**config.mk**
```make
export PLATFORM = sky130hd
export DESIGN_NAME = brush_stamper
export DESIGN_NICKNAME = d
export VERILOG_FILES = /design/src/rtl/brush_stamper.sv
export SDC_FILE = /design/constraint.sdc
export NUM_CORES = 1
export LEC_CHECK = 0
export ABC_AREA = 1
export BUFFER_PORTS_ARGS = -buffer_cell sky130_fd_sc_hd__buf_4
export CAP_MARGIN = 20
export CORE_ASPECT_RATIO = 0.8
export CORE_MARGIN = 2
export CORE_UTILIZATION = 45
export DETAILED_ROUTE_END_ITERATION = 10
export HOLD_SLACK_MARGIN = 0.06
export PLACE_DENSITY = 0.69
export REMOVE_ABC_BUFFERS = 1
export SLEW_MARGIN = 30
export SYNTH_ARGS = -nofsm -noshare
export SYNTH_HDL_FRONTEND = slang
export SYNTH_SLANG_ARGS = --single-unit
```
**constraint.sdc**
```tcl
create_clock -name clk_in -period 4.7 [get_ports clk_in]
set_clock_uncertainty 0.05 [all_clocks]
set_input_delay 0.47 -clock clk_in [delete_from_list [all_inputs] [get_ports clk_in]]
set_output_delay 0.47 -clock clk_in [all_outputs]
set_load 0.1 [all_outputs]
```
**src/rtl/brush_stamper.sv**
```systemverilog
// -----------------------------------------------------------------------------
// brush_stamper
//   Draw-path write sequencer. While the pen is down, each new cursor position
//   becomes a burst of framebuffer writes covering a square brush of
//   half-extent r (clipped to the screen). It also runs full-screen clears and
//   arbitrates them against stamps. It owns the single framebuffer write port
//   through a valid/ready handshake.
//
//   Optional feature macro: BRUSH_ROUND_EN
//     defined   : pixels with dx^2+dy^2 > r^2 are skipped (one idle cycle each)
//     undefined : full square brush, no squarer logic
//
// Ports
//   clk_in, rst_n_in   clock, asynchronous active-low reset
//   draw_en_in         pen down (level)
//   clear_in           clear request, rising edge counts
//   cursor_x_in/_y_in  cursor position (clamped to the screen)
//   color_in           brush colour
//   stroke_width_in    brush half-extent r (0..7)
//   wr_valid_out / wr_ready_in / wr_addr_out / wr_data_out
//                      framebuffer write handshake, address = y*H_RES+x
//   busy_out           sequencer not idle
//   stamp_done_out     one-cycle pulse after a stamp or clear completes
// -----------------------------------------------------------------------------
module brush_stamper #(
    parameter int H_RES   = 640,
    parameter int V_RES   = 360,
    parameter int COLOR_W = 4
) (
    input  logic               clk_in,
    input  logic               rst_n_in,
    input  logic               draw_en_in,
    input  logic               clear_in,
    input  logic [9:0]         cursor_x_in,
    input  logic [8:0]         cursor_y_in,
    input  logic [COLOR_W-1:0] color_in,
    input  logic [2:0]         stroke_width_in,
    output logic               wr_valid_out,
    input  logic               wr_ready_in,
    output logic [17:0]        wr_addr_out,
    output logic [COLOR_W-1:0] wr_data_out,
    output logic               busy_out,
    output logic               stamp_done_out
);

    typedef enum logic [1:0] {ST_IDLE, ST_STAMP, ST_CLEAR} state_t;

    localparam logic [10:0] X_MAX     = 11'(H_RES - 1);
    localparam logic [9:0]  Y_MAX     = 10'(V_RES - 1);
    localparam logic [17:0] LAST_ADDR = 18'(H_RES * V_RES - 1);

    state_t state_q, state_d;

    logic               clear_prev_q, pending_q;
    logic               last_valid_q, done_q;
    logic [9:0]         last_x_q;
    logic [8:0]         last_y_q;
    logic [COLOR_W-1:0] color_q;
    logic [9:0]         x_lo_q, x_hi_q, x_q;
    logic [8:0]         y_hi_q, y_q;
    logic [17:0]        addr_q;

    // ---------------- stamp set-up (evaluated while idle) ----------------
    logic [9:0]         cx_c;
    logic [8:0]         cy_c;
    logic signed [10:0] x_lo_s, x_hi_s;
    logic signed [9:0]  y_lo_s, y_hi_s;
    logic [9:0]         x_lo_c, x_hi_c;
    logic [8:0]         y_lo_c, y_hi_c;
    logic [17:0]        start_addr_c;

    assign cx_c = ({1'b0, cursor_x_in} > X_MAX) ? X_MAX[9:0] : cursor_x_in;
    assign cy_c = ({1'b0, cursor_y_in} > Y_MAX) ? Y_MAX[8:0] : cursor_y_in;

    assign x_lo_s = $signed({1'b0, cx_c}) - $signed({8'd0, stroke_width_in});
    assign x_hi_s = $signed({1'b0, cx_c}) + $signed({8'd0, stroke_width_in});
    assign y_lo_s = $signed({1'b0, cy_c}) - $signed({7'd0, stroke_width_in});
    assign y_hi_s = $signed({1'b0, cy_c}) + $signed({7'd0, stroke_width_in});

    assign x_lo_c = x_lo_s[10] ? 10'd0 : x_lo_s[9:0];
    assign x_hi_c = (x_hi_s > $signed(X_MAX)) ? X_MAX[9:0] : x_hi_s[9:0];
    assign y_lo_c = y_lo_s[9] ? 9'd0 : y_lo_s[8:0];
    assign y_hi_c = (y_hi_s > $signed(Y_MAX)) ? Y_MAX[8:0] : y_hi_s[8:0];

    // Only the first pixel address is computed with a product; the scan
    // itself advances the address by additions.
    assign start_addr_c = 18'(y_lo_c) * 18'(H_RES) + 18'(x_lo_c);

    // ---------------- scan control ----------------
    logic        clear_rise, trig, in_shape;
    logic        row_end, stamp_last, stamp_adv, clear_xfer, clear_last;
    logic [17:0] row_step;

    assign clear_rise = clear_in & ~clear_prev_q;
    assign trig       = draw_en_in &&
                        (!last_valid_q || cx_c != last_x_q || cy_c != last_y_q);
    assign row_end    = (x_q == x_hi_q);
    assign stamp_last = row_end && (y_q == y_hi_q);
    // A skipped (out-of-shape) pixel advances without waiting for ready.
    assign stamp_adv  = (state_q == ST_STAMP) && (!in_shape || wr_ready_in);
    assign clear_xfer = (state_q == ST_CLEAR) && wr_ready_in;
    assign clear_last = (addr_q == LAST_ADDR);
    // Jump from the row end back to the left edge of the next row.
    assign row_step   = 18'(H_RES) - 18'(x_hi_q - x_lo_q);

`ifdef BRUSH_ROUND_EN
    logic [9:0]         cx_q;
    logic [8:0]         cy_q;
    logic [2:0]         r_q;
    logic signed [21:0] dx_w, dy_w, dist_sq, r_sq;

    assign dx_w    = 22'($signed({1'b0, x_q}) - $signed({1'b0, cx_q}));
    assign dy_w    = 22'($signed({2'b0, y_q}) - $signed({2'b0, cy_q}));
    assign dist_sq = dx_w * dx_w + dy_w * dy_w;
    assign r_sq    = $signed({19'd0, r_q}) * $signed({19'd0, r_q});
    assign in_shape = (dist_sq <= r_sq);
`else
    assign in_shape = 1'b1;
`endif

    // ---------------- FSM: state register ----------------
    always_ff @(posedge clk_in or negedge rst_n_in) begin
        if (!rst_n_in) state_q <= ST_IDLE;
        else           state_q <= state_d;
    end

    // ---------------- FSM: next state ----------------
    always_comb begin
        state_d = state_q;
        case (state_q)
            ST_IDLE: begin
                if (pending_q || clear_rise) state_d = ST_CLEAR;
                else if (trig)               state_d = ST_STAMP;
            end
            ST_STAMP: if (stamp_adv && stamp_last)  state_d = ST_IDLE;
            ST_CLEAR: if (clear_xfer && clear_last) state_d = ST_IDLE;
            default:  state_d = ST_IDLE;
        endcase
    end

    // ---------------- FSM: outputs ----------------
    always_comb begin
        wr_valid_out = 1'b0;
        wr_data_out  = '0;
        case (state_q)
            ST_STAMP: begin
                wr_valid_out = in_shape;
                wr_data_out  = color_q;
            end
            ST_CLEAR: wr_valid_out = 1'b1;
            default: ;
        endcase
    end

    assign wr_addr_out    = addr_q;
    assign busy_out       = (state_q != ST_IDLE);
    assign stamp_done_out = done_q;

    // ---------------- datapath / bookkeeping ----------------
    always_ff @(posedge clk_in or negedge rst_n_in) begin
        if (!rst_n_in) begin
            clear_prev_q <= 1'b0;
            pending_q    <= 1'b0;
            last_valid_q <= 1'b0;
            last_x_q     <= '0;
            last_y_q     <= '0;
            done_q       <= 1'b0;
            color_q      <= '0;
            x_lo_q       <= '0;
            x_hi_q       <= '0;
            x_q          <= '0;
            y_hi_q       <= '0;
            y_q          <= '0;
            addr_q       <= '0;
`ifdef BRUSH_ROUND_EN
            cx_q         <= '0;
            cy_q         <= '0;
            r_q          <= '0;
`endif
        end else begin
            clear_prev_q <= clear_in;

            // Edges seen during a clear are dropped; entering CLEAR consumes
            // the request.
            if (state_q == ST_IDLE && state_d == ST_CLEAR) pending_q <= 1'b0;
            else if (clear_rise && state_q != ST_CLEAR)    pending_q <= 1'b1;

            done_q <= (stamp_adv && stamp_last) || (clear_xfer && clear_last);

            if (!draw_en_in || (clear_xfer && clear_last)) last_valid_q <= 1'b0;
            else if (state_q == ST_IDLE && state_d == ST_STAMP) last_valid_q <= 1'b1;

            if (state_q == ST_IDLE && state_d == ST_STAMP) begin
                last_x_q <= cx_c;
                last_y_q <= cy_c;
                color_q  <= color_in;
                x_lo_q   <= x_lo_c;
                x_hi_q   <= x_hi_c;
                y_hi_q   <= y_hi_c;
                x_q      <= x_lo_c;
                y_q      <= y_lo_c;
                addr_q   <= start_addr_c;
`ifdef BRUSH_ROUND_EN
                cx_q     <= cx_c;
                cy_q     <= cy_c;
                r_q      <= stroke_width_in;
`endif
            end else if (state_q == ST_IDLE && state_d == ST_CLEAR) begin
                addr_q <= '0;
            end else if (stamp_adv) begin
                if (row_end) begin
                    x_q    <= x_lo_q;
                    y_q    <= y_q + 9'd1;
                    addr_q <= addr_q + row_step;
                end else begin
                    x_q    <= x_q + 10'd1;
                    addr_q <= addr_q + 18'd1;
                end
            end else if (clear_xfer) begin
                addr_q <= addr_q + 18'd1;
            end
        end
    end

endmodule

```
### After elaboration in Yosys (flattened, before gate mapping)

Cells that the tools add are included.
Widths: inputs -> output; s select.

| storage, ports and cells | value |
|---|---|
| register bits after elaboration | 95 |
| bits in latches | 0 |
| bits in writable memories | 0 |
| ROM bits | 0 |
| input bits | 31 |
| word-level logic and storage cells | 99 |
| memories | 0 |

| operators by class | value |
|---|---|
| add/sub/neg operators | 11 |
| multiply operators | 1 |
| divide/modulo/power cells | 0 |
| order comparisons | 4 |
| eq/ne operators | 11 |
| shifts and indexed selects | 0 |
| multiplexer cells | 30 |
| bitwise operators | 2 |
| reductions and logical operators | 26 |

Operator list:

| cell | count |
|---|---|
| $mux 18 | 5 |
| $mux 10 | 7 |
| $mux 9 | 7 |
| $gt 10x10->1 const B | 2 |
| $add 18x1->18 const B | 1 |
| $add 18x10->18 | 1 |
| $add 18x18->18 | 1 |
| $eq 18x18->1 const B | 1 |
| $sub 11x11->12 const A | 1 |
| $add 10x3->11 | 1 |
| $gt 11x11->1 const B | 1 |
| $mul 9x3->11 const B | 1 |
| $sub 10x10->11 | 1 |
| $sub 10x3->11 | 1 |
| $add 10x1->10 const B | 1 |
| $add 9x3->10 | 1 |
| $eq 10x10->1 | 1 |
| $ne 10x10->1 | 1 |
| $reduce_bool 2->1 | 5 |
| $sub 9x3->10 | 1 |
| $add 9x1->9 const B | 1 |
| $eq 9x9->1 | 1 |
| $gt 9x9->1 const B | 1 |
| $logic_and 1x1->1 | 9 |
| 18 further kinds | 32 |

### Depth between registers and ports, before layout

Gate-level depths: netlist (run 1).

| depth | value |
|---|---|
| depth after elaboration | 13 |
| depth in mapped cells | 34 |
| mapped depth without buffers | 34 |

### Worst setup path after synthesis (run 1)

No wires, ideal clock.

| timing path | value |
|---|---|
| path type | input -> register |
| from | input cursor_y_in[8] |
| to | register addr_q[17] (netlist: wr_addr_out[17]) |
| arrival time | 4314 ps |
| required time | 4581 ps |
| setup slack | 267 ps |
| stages on the path | 30 |
| path buffers | 1 |
| cells stage by stage | clkbuf_2 > nand3_2 > nand2_1 > ha_1 > inv_1 > nor2_1 > nor2_1 > nor2_1 > nor2_1 > nand4_1 > nor2_1 > inv_1 > nand2_1 > inv_1 > ha_1 > ha_1 > inv_1 > fa_1 > xnor2_1 > nand3_1 > nor2_1 > nand2_1 > nor2_1 > inv_1 > nor2_1 > xnor2_1 > nand3_1 > nand2_1 > nand2_1 > nand2_1 |

| on the way | value |
|---|---|
| word-level cells in the longest chain between the ends | 12 |

Ends and longest elaborated chain:

| item | line | text |
|---|---|---|
| start: declaration | 35 | `input logic [8:0] cursor_y_in,` |
| $gt 9x9->1 * | 73 | `assign cy_c = ({1'b0, cursor_y_in} > Y_MAX) ? Y_MAX[8:0] : cursor_y_in;` |
| $mux 9 * | 73 |  |
| net cy_c[1] | 65 | `logic [8:0] cy_c;` |
| parallel branches: the longest is 10 deep, another holds $add 18x10->18 | -- |  |
| end signal: assignment | 202 | `addr_q <= start_addr_c;` |
| end signal: assignment | 214 | `addr_q <= addr_q + row_step;` |
| end signal: assignment | 217 | `addr_q <= addr_q + 18'd1;` |
| end: declaration | 61 | `logic [17:0] addr_q;` |

Mark *: on every way through the listed nets, which the timed path passes.
A chain may end at the register's enable or synchronous reset.

### Final worst setup path (run 1)

| timing path | value |
|---|---|
| from | register x_hi_q[0] |
| to | register addr_q[12] (netlist: wr_addr_out[12]) |

| on the way | value |
|---|---|
| word-level cells in the longest chain between the ends | 9 |

Ends and longest elaborated chain:

| item | line | text |
|---|---|---|
| start: declaration | 59 | `logic [9:0] x_lo_q, x_hi_q, x_q;` |
| start signal: assignment | 198 | `x_hi_q <= x_hi_c;` |
| parallel branches: the longest is 9 deep, another holds $add 18x18->18 | -- |  |

Several ways; the timed one is not identified.

==> metrics.txt, run 1 <==
# TYPE chip_impl_metric gauge
chip_impl_metric{name="setup_viol",unit=""} 0
chip_impl_metric{name="antenna_violations_before_repair",unit=""} 0
chip_impl_metric{name="route.vias.total",unit=""} 8783
chip_impl_metric{name="finalPower",unit="mW"} 7.90
chip_impl_metric{name="place_ws",unit="ns"} 0.119
chip_impl_metric{name="ys.warnings.count",unit=""} 0
chip_impl_metric{name="num_rows",unit=""} 46
chip_impl_metric{name="n_antenna_cell",unit=""} 0
chip_impl_metric{name="dp.final_hpwl",unit="um"} 18500
chip_impl_metric{name="remaining_drc_errors",unit=""} 0
chip_impl_metric{name="timing.critical_path.arrival",unit="ns"} 4.48
chip_impl_metric{name="layout.cell_area.non_filler",unit="um2"} 10100
chip_impl_metric{name="core_region_area",unit="um2"} 19800
chip_impl_metric{name="ctsHoldBuffers",unit=""} 0
chip_impl_metric{name="max_clock_freq",unit="MHz"} 234
chip_impl_metric{name="via_count_of_the_first_global_routing_pass",unit=""} 8231
chip_impl_metric{name="final_worst_setup_slack",unit="ns"} 0.419
chip_impl_metric{name="syn_avg_cell_area",unit="um2"} 6.57
chip_impl_metric{name="cts.sinks",unit=""} 95
chip_impl_metric{name="initial_utilization",unit=""} 0.459
chip_impl_metric{name="totalWireLength",unit="um"} 23600
chip_impl_metric{name="seq_area_frac_synth",unit=""} 0.262
chip_impl_metric{name="postSynthCellCount",unit=""} 1383
chip_impl_metric{name="numPlacedInstances",unit=""} 1692
chip_impl_metric{name="cts_max_path_buffers",unit=""} 2
chip_impl_metric{name="filler_cell_count_in_the_final_layout",unit=""} 2077
chip_impl_metric{name="ys_types",unit=""} 51
chip_impl_metric{name="synth.cell_area",unit="um2"} 9090
chip_impl_metric{name="number_of_flops_mapped_to_enable_cells_by_yosys",unit=""} 0
chip_impl_metric{name="area_added_between_synthesis_and_finish",unit="%"} 11.2
chip_impl_metric{name="globalplace.congestion",unit=""} 0.923
chip_impl_metric{name="final_nets",unit=""} 1542
chip_impl_info{name="type_of_the_setup_path_with_the_least_slack",value="reg2reg"} 1
chip_impl_metric{name="pwr-share-seq",unit=""} 0.190
chip_impl_metric{name="ant_nets",unit=""} 0
chip_impl_info{name="most_frequent_cells_in_the_layout",value="444 x nand2_1, 185 x inv_1, 114 x nand3_1, 95 x dfrtp_1, 91 x nor2_1"} 1
chip_impl_metric{name="switching_share",unit=""} 0.557
chip_impl_metric{name="synthArstFlopShare",unit=""} 1.00
chip_impl_metric{name="max-slew-margin-rel",unit=""} 0.559
chip_impl_info{name="setup.worst_path.start_class",value="register"} 1
chip_impl_metric{name="grt_first_pass_wirelength",unit="um"} 39900
chip_impl_metric{name="synth-seq-cells",unit=""} 95
chip_impl_metric{name="grt_usage",unit=""} 0.229
chip_impl_info{name="rsz0062_at_grt",value="false"} 1
chip_impl_info{name="status",value="complete, no violations"} 1
chip_impl_metric{name="slew_viol_final",unit=""} 0
chip_impl_metric{name="post-route-period-util",unit=""} 0.911
chip_impl_metric{name="placement.cell_area",unit="um2"} 9800
chip_impl_metric{name="power.switching",unit="mW"} 4.40
chip_impl_metric{name="post_drt_wl_per_cell",unit="um"} 13.8
chip_impl_info{name="crit_path_end_kind",value="register"} 1
chip_impl_metric{name="path_clk_slew",unit="ns"} 0.07
chip_impl_metric{name="vdd_drop_max",unit="mV"} 0.652
chip_impl_metric{name="combPwrFrac",unit=""} 0.715
chip_impl_metric{name="cts.htree.levels",unit=""} 3
chip_impl_metric{name="worstMarginPinSlew",unit="ns"} 0.662
chip_impl_info{name="hp-class",value="in2async"} 1
chip_impl_metric{name="final_cells",unit=""} 1707
chip_impl_metric{name="cell_internal_pwr",unit="mW"} 3.50
chip_impl_metric{name="p_leak",unit="nW"} 5.57
chip_impl_metric{name="grt_start_max_net_pins",unit=""} 51
chip_impl_metric{name="final_period_minus_worst_setup_slack",unit="ns"} 4.28
chip_impl_metric{name="timing.hold.ws",unit="ns"} 0.0725
chip_impl_metric{name="portBuffers",unit=""} 55
chip_impl_metric{name="clock_power_share",unit=""} 0.094
chip_impl_info{name="cts_tree",value="yes"} 1
chip_impl_metric{name="cts_inserted_buffers",unit=""} 9
chip_impl_info{name="layout_commonest_cell",value="nand2_1"} 1
chip_impl_metric{name="die-height",unit="um"} 131
chip_impl_metric{name="grt_overflow_total",unit=""} 0
chip_impl_metric{name="cp.required",unit="ns"} 4.90
chip_impl_metric{name="drt_pre_antenna_iters",unit=""} 5
chip_impl_metric{name="hold_viol_final",unit=""} 0
chip_impl_metric{name="crit_fanout",unit=""} 5
chip_impl_metric{name="avg_vias_per_cell",unit=""} 5.15
chip_impl_metric{name="io_pins",unit=""} 56
chip_impl_metric{name="fp.dieW",unit="um"} 163
chip_impl_metric{name="cap_violations",unit=""} 0
chip_impl_metric{name="setup-tns-final",unit="ns"} 0
chip_impl_metric{name="finish.utilization",unit=""} 0.510
chip_impl_info{name="main_synth_ff_type",value="dfrtp_1"} 1
chip_impl_info{name="cts_root_buf",value="clkbuf_16"} 1
chip_impl_metric{name="power.density",unit="nW/um2"} 782
chip_impl_metric{name="worst_skew_pair.late_latency",unit="ns"} 0.36
chip_impl_metric{name="drt_iter0_markers",unit=""} 569
chip_impl_metric{name="die_area",unit="um2"} 21400
chip_impl_metric{name="drive_gt1_frac",unit=""} 0.0901
[synthesized netlist by cell type (3+ instances only)]
library cell  number  area (um2)
a21oi_1           37         185
a31oi_1            4        25.0
buf_2             14        70.1
buf_4              6        45.0
buf_6              6        67.6
clkbuf_1           7        26.3
dfrtp_1           95        2380
fa_1               8         160
ha_1              64         801
inv_1            185         694
inv_2             11        41.3
mux2i_1            3        30.0
nand2_1          444        1670
nand2_2            6        37.5
nand3_1          114         571
nand3_2            3        30.0
nand3b_1           6        45.0
nand4_1           34         213
nor2_1            93         349
nor3_1            21         105
o21a_1             6        45.0
o21ai_0           72         360
o21ai_1           22         110
o21bai_1           5        37.5
or2_2              4        25.0
xnor2_1           27         236
xor2_1            56         490
[per-layer routing]
layer | wire, um | GRT usage | part of all wire
met1 | 12100 | 0.353 | 0.51
met2 | 9820 | 0.339 | 0.42
met3 | 1480 | 0.0287 | 0.063
met4 | 262 | 0.0526 | 0.011
met5 | 0 | 0 | 0
[area by class of cell]
type	count	area, um2	area share
flip-flops and latches	95	2380	0.235
clock buffers	9	225	0.0223
repair buffers	80	601	0.0594
well taps	264	330	0.0327
clock inverters	6	62.6	0.00619
multi-input cells	1056	5770	0.571
inverters	197	739	0.0732
[power by group through the flow]
| stage | Clock [mW] | Sequential (mW) | Combinational (mW) |
|---|---|---|---|
| 5_1_grt | 0.788 | 1.55 | 6.41 |
| 3_5_place_dp | 0 | 1.51 | 5.57 |
| 4_1_cts | 0.763 | 1.50 | 5.60 |
| 3_3_place_gp | 0 | 1.51 | 5.47 |
| 6_report | 0.746 | 1.50 | 5.65 |
| 2_1_floorplan | 0 | 1.74 | 4.04 |
[critical path: stages (launching register included)]
cell	delay, ns
dfrtp_1	0.39
inv_1	0.11
ha_1	0.15
inv_1	0.07
fa_1	0.46
nand2_1	0.12
nand2_1	0.08
nor2_1	0.17
nand3_1	0.10
nor2_1	0.17
xnor2_1	0.15
inv_1	0.07
ha_1	0.35
nand2_1	0.07
a21oi_1	0.13
nor2_1	0.09
o21ai_0	0.43
a21boi_0	0.27
o21ai_0	0.26
xnor2_1	0.15
o21ai_0	0.09
nand3_1	0.09
nand2_1	0.06
nand2_1	0.06
inv_1	0.04
[state kept, by name, indices dropped and copies added, names as in the netlist, 9 cells and up]
name	cells
x_lo_q	10
x_hi_q	10
wr_addr_out	18
y_q	9
y_hi_q	9
last_x_q	10
last_y_q	9
x_q	10
[logic make-up (layout without fill, tap and decap cells)]
family	Yosys count	in the layout	share of synthesized area
adders and majority gates	72	72	0.106
buffers and inverters	232	292	0.105
xor gates and xnor gates	83	83	0.0800
muxes	3	3	0.00330
AOI/OAI and AO/OA	161	161	0.0984
and+or+nand+nor	737	737	0.346
DFF	95	95	0.262
[path summary, 6_finish.rpt]
kind / start / endpoint / slack, ns / cells past startpoint
max: x_hi_q[0] / wr_addr_out[12] / 0.42 / 24
min reg2reg: color_q[1] / color_q[1] / 0.43 / 2
max in group asynchronous: rst_n_in / x_hi_q[2] / 3.42 / 2
max reg2reg: x_hi_q[0] / wr_addr_out[12] / 0.42 / 24
min in group clk_in: clear_in / clear_prev_q / 0.18 / 1
min: rst_n_in / last_y_q[4] / 0.07 / 1
[repair_timing]
| action | CTS | global route |
|---|---|---|
| setup buffers | 0 | 0 |
| gates resized for setup | 0 | 5 |
| hold endpoints to repair | 0 | 0 |
| setup endpoints to repair | 0 | 1 |
Power figures use the tool's default switching activity.
==> run 2, diff against run 1 <==
--- a/config.mk
+++ b/config.mk
@@ -10,10 +10,10 @@
 export CAP_MARGIN = 20
 export CORE_ASPECT_RATIO = 0.8
 export CORE_MARGIN = 2
-export CORE_UTILIZATION = 45
+export CORE_UTILIZATION = 60
 export DETAILED_ROUTE_END_ITERATION = 10
 export HOLD_SLACK_MARGIN = 0.06
-export PLACE_DENSITY = 0.69
+export PLACE_DENSITY = 0.79
 export REMOVE_ABC_BUFFERS = 1
 export SLEW_MARGIN = 30
 export SYNTH_ARGS = -nofsm -noshare
==> run 2 against run 1 <==
  * Routed wire length decreased by 3.4%
  * Clock power rose by 7.1%
  * Core utilization rose by 16 points
  * Sequential share of layout area rose by 0.26 points
  * Maximum frequency rose by 1.1%
  * First-iteration DRC count shrank 1.2%
  * Design area decreased by 1.1%
  * Via count increased by 0.96%
  * Critical path type unchanged
==> metrics.txt, run 2 (same netlist as run 1, synthesis figures left out) <==
# TYPE chip_impl_metric gauge
chip_impl_info{name="status",value="complete, no violations"} 1
chip_impl_metric{name="slowest_cell_delay_on_critical_path",unit="ns"} 0.45
chip_impl_metric{name="worstMarginPinSlew",unit="ns"} 0.789
chip_impl_metric{name="ant_nets",unit=""} 0
chip_impl_metric{name="fp.dieW",unit="um"} 142
chip_impl_metric{name="die_area",unit="um2"} 16200
chip_impl_metric{name="route.vias.total",unit=""} 8867
chip_impl_metric{name="grt_usage",unit=""} 0.298
chip_impl_metric{name="post_drt_wl_per_cell",unit="um"} 14.0
chip_impl_metric{name="vdd_drop_max",unit="mV"} 0.384
chip_impl_metric{name="path_clk_slew",unit="ns"} 0.07
chip_impl_metric{name="core_region_area",unit="um2"} 14900
chip_impl_metric{name="grt_overflow_total",unit=""} 0
chip_impl_metric{name="num_rows",unit=""} 40
chip_impl_metric{name="slew_viol_final",unit=""} 0
chip_impl_info{name="type_of_the_setup_path_with_the_least_slack",value="reg2reg"} 1
chip_impl_metric{name="drive_gt1_frac",unit=""} 0.0862
chip_impl_metric{name="crit_fanout",unit=""} 6
chip_impl_info{name="cts_root_buf",value="clkbuf_16"} 1
chip_impl_metric{name="setup_viol",unit=""} 0
chip_impl_metric{name="cts_inserted_buffers",unit=""} 9
chip_impl_metric{name="ctsHoldBuffers",unit=""} 0
chip_impl_info{name="cts_tree",value="yes"} 1
chip_impl_metric{name="setup-tns-final",unit="ns"} 0
chip_impl_metric{name="max-slew-margin-rel",unit=""} 0.474
chip_impl_metric{name="grt_first_pass_wirelength",unit="um"} 38800
chip_impl_metric{name="initial_utilization",unit=""} 0.609
chip_impl_metric{name="final_nets",unit=""} 1536
chip_impl_metric{name="largest_register_ffs",unit=""} 18
chip_impl_metric{name="via_count_of_the_first_global_routing_pass",unit=""} 8185
chip_impl_info{name="timing.critical_path.mode_cell",value="nand2_1"} 1
chip_impl_metric{name="drt_pre_antenna_iters",unit=""} 6
chip_impl_metric{name="cap_violations",unit=""} 0
chip_impl_info{name="standard_cell_with_the_maximum_stage_delay_on_the_critical_path",value="fa_2"} 1
chip_impl_metric{name="cts.htree.levels",unit=""} 3
chip_impl_metric{name="post-route-period-util",unit=""} 0.901
chip_impl_metric{name="power.density",unit="nW/um2"} 788
chip_impl_metric{name="portBuffers",unit=""} 55
chip_impl_metric{name="remaining_drc_errors",unit=""} 0
chip_impl_metric{name="antenna_violations_before_repair",unit=""} 0
chip_impl_metric{name="cts.repair_timing.setup_buffer_count",unit=""} 0
chip_impl_metric{name="filler_cell_count_in_the_final_layout",unit=""} 1306
chip_impl_metric{name="reg2reg_depth",unit=""} 28
chip_impl_metric{name="n_antenna_cell",unit=""} 0
chip_impl_metric{name="io_pins",unit=""} 56
chip_impl_metric{name="layout.cell_area.non_filler",unit="um2"} 9990
chip_impl_metric{name="placement.cell_area",unit="um2"} 9660
chip_impl_metric{name="cts.sinks",unit=""} 95
chip_impl_metric{name="cp.required",unit="ns"} 4.95
chip_impl_info{name="most_frequent_cells_in_the_layout",value="444 x nand2_1, 185 x inv_1, 114 x nand3_1, 95 x dfrtp_1, 93 x nor2_1"} 1
chip_impl_metric{name="finalPower",unit="mW"} 7.87
chip_impl_metric{name="cts_repair_resize_count",unit=""} 0
chip_impl_metric{name="p_leak",unit="nW"} 5.56
chip_impl_info{name="layout_commonest_cell",value="nand2_1"} 1
chip_impl_info{name="timing.rr.start",value="x_hi_q[0]"} 1
chip_impl_metric{name="area_added_between_synthesis_and_finish",unit="%"} 9.94
chip_impl_metric{name="cts_max_path_buffers",unit=""} 2
chip_impl_metric{name="hold_viol_final",unit=""} 0
chip_impl_metric{name="max_clock_freq",unit="MHz"} 236
chip_impl_metric{name="dp.final_hpwl",unit="um"} 17500
chip_impl_metric{name="die-height",unit="um"} 114
chip_impl_metric{name="r2r_slack",unit="ns"} 0.46
chip_impl_metric{name="grt_start_max_net_pins",unit=""} 54
chip_impl_info{name="rsz0062_at_grt",value="true"} 1
chip_impl_metric{name="worst_skew_pair.late_latency",unit="ns"} 0.36
chip_impl_metric{name="totalWireLength",unit="um"} 22800
chip_impl_info{name="setup.worst_path.start_class",value="register"} 1
chip_impl_info{name="r2r-end",value="wr_addr_out[17]"} 1
chip_impl_metric{name="globalplace.congestion",unit=""} 0.972
chip_impl_metric{name="final_period_minus_worst_setup_slack",unit="ns"} 4.24
chip_impl_metric{name="timing.critical_path.arrival",unit="ns"} 4.48
chip_impl_metric{name="avg_vias_per_cell",unit=""} 5.45
chip_impl_metric{name="drt_iter0_markers",unit=""} 562
chip_impl_info{name="crit_path_end_kind",value="register"} 1
chip_impl_info{name="hp-class",value="in2async"} 1
-- run 2: cell count changes in the layout (fill, tap and decap cells not counted) --
cell / delta
clkinvlp_4: -2
buf_4: -6
fa_1: -1
nor2_2: -2
clkbuf_8: +3
nor2_1: +2
fa_2: +1
o21ai_0: -1
o21ai_1: +1
inv_6: +1
clkinv_2: -1
-- run 2: per-stage QoR --
stage	setup slack, ns	hold WS [ns]	std cells	utilization
after floorplan	0.268	0.124	1348	-
after global placement	0.214	0.413	1611	0.648
after detailed placement	0.0980	0.416	1611	0.648
after CTS	0.297	0.113	1627	0.669
after global routing	0.0211	0.154	1627	0.670
final	0.465	0.0948	1627	0.670
-- run 2: how the worst max path moves through the flow --
stage / startpoint / endpoint / slack (ns) / cells after the start
CTS: x_hi_q[0] / wr_addr_out[17] / 0.30 / 28
detailed placement: cursor_y_in[3] / wr_addr_out[17] / 0.1 / 32
global placement: cursor_y_in[3] / wr_addr_out[17] / 0.21 / 32
floorplan: cursor_y_in[3] / wr_addr_out[17] / 0.27 / 31
global route: cursor_y_in[3] / wr_addr_out[17] / 0.02 / 34
finish: x_hi_q[0] / wr_addr_out[17] / 0.46 / 28
-- run 2: cell type report --
class                           instances  area [um2]  area share
Multi-Input combinational cell       1056        5770       0.577
Clock inverter                          4        51.3     0.00513
Inverter                              197         739      0.0740
Sequential cell                        95        2380       0.238
Timing Repair Buffer                   74         556      0.0556
Tap cell                              189         236      0.0237
Clock buffer                           12         267      0.0267
-- run 2: report_power, final --
group | switching (mW) | total (mW) | internal, mW
clock | 0.341 | 0.799 | 0.458
sequential | 0.349 | 1.51 | 1.16
combinational | 3.64 | 5.56 | 1.92
-- run 2: worst max-delay path: cells and delay by family (launching register included) --
kind / cells / cell delay (ns)
simple gates: 18 / 1.86
fa+ha+maj: 3 / 1.02
buf+inv: 6 / 0.65
flops: 1 / 0.36
compound gates: 1 / 0.26
-- run 2: layer usage --
layer | global-route usage | up-vias | wire length (um)
li1 | - | 4517 | -
met2 | 0.452 | 305 | 9590
met3 | 0.0477 | 31 | 1630
met4 | 0.0960 | 0 | 426
met5 | 0 | - | 0
met1 | 0.438 | 4014 | 11200
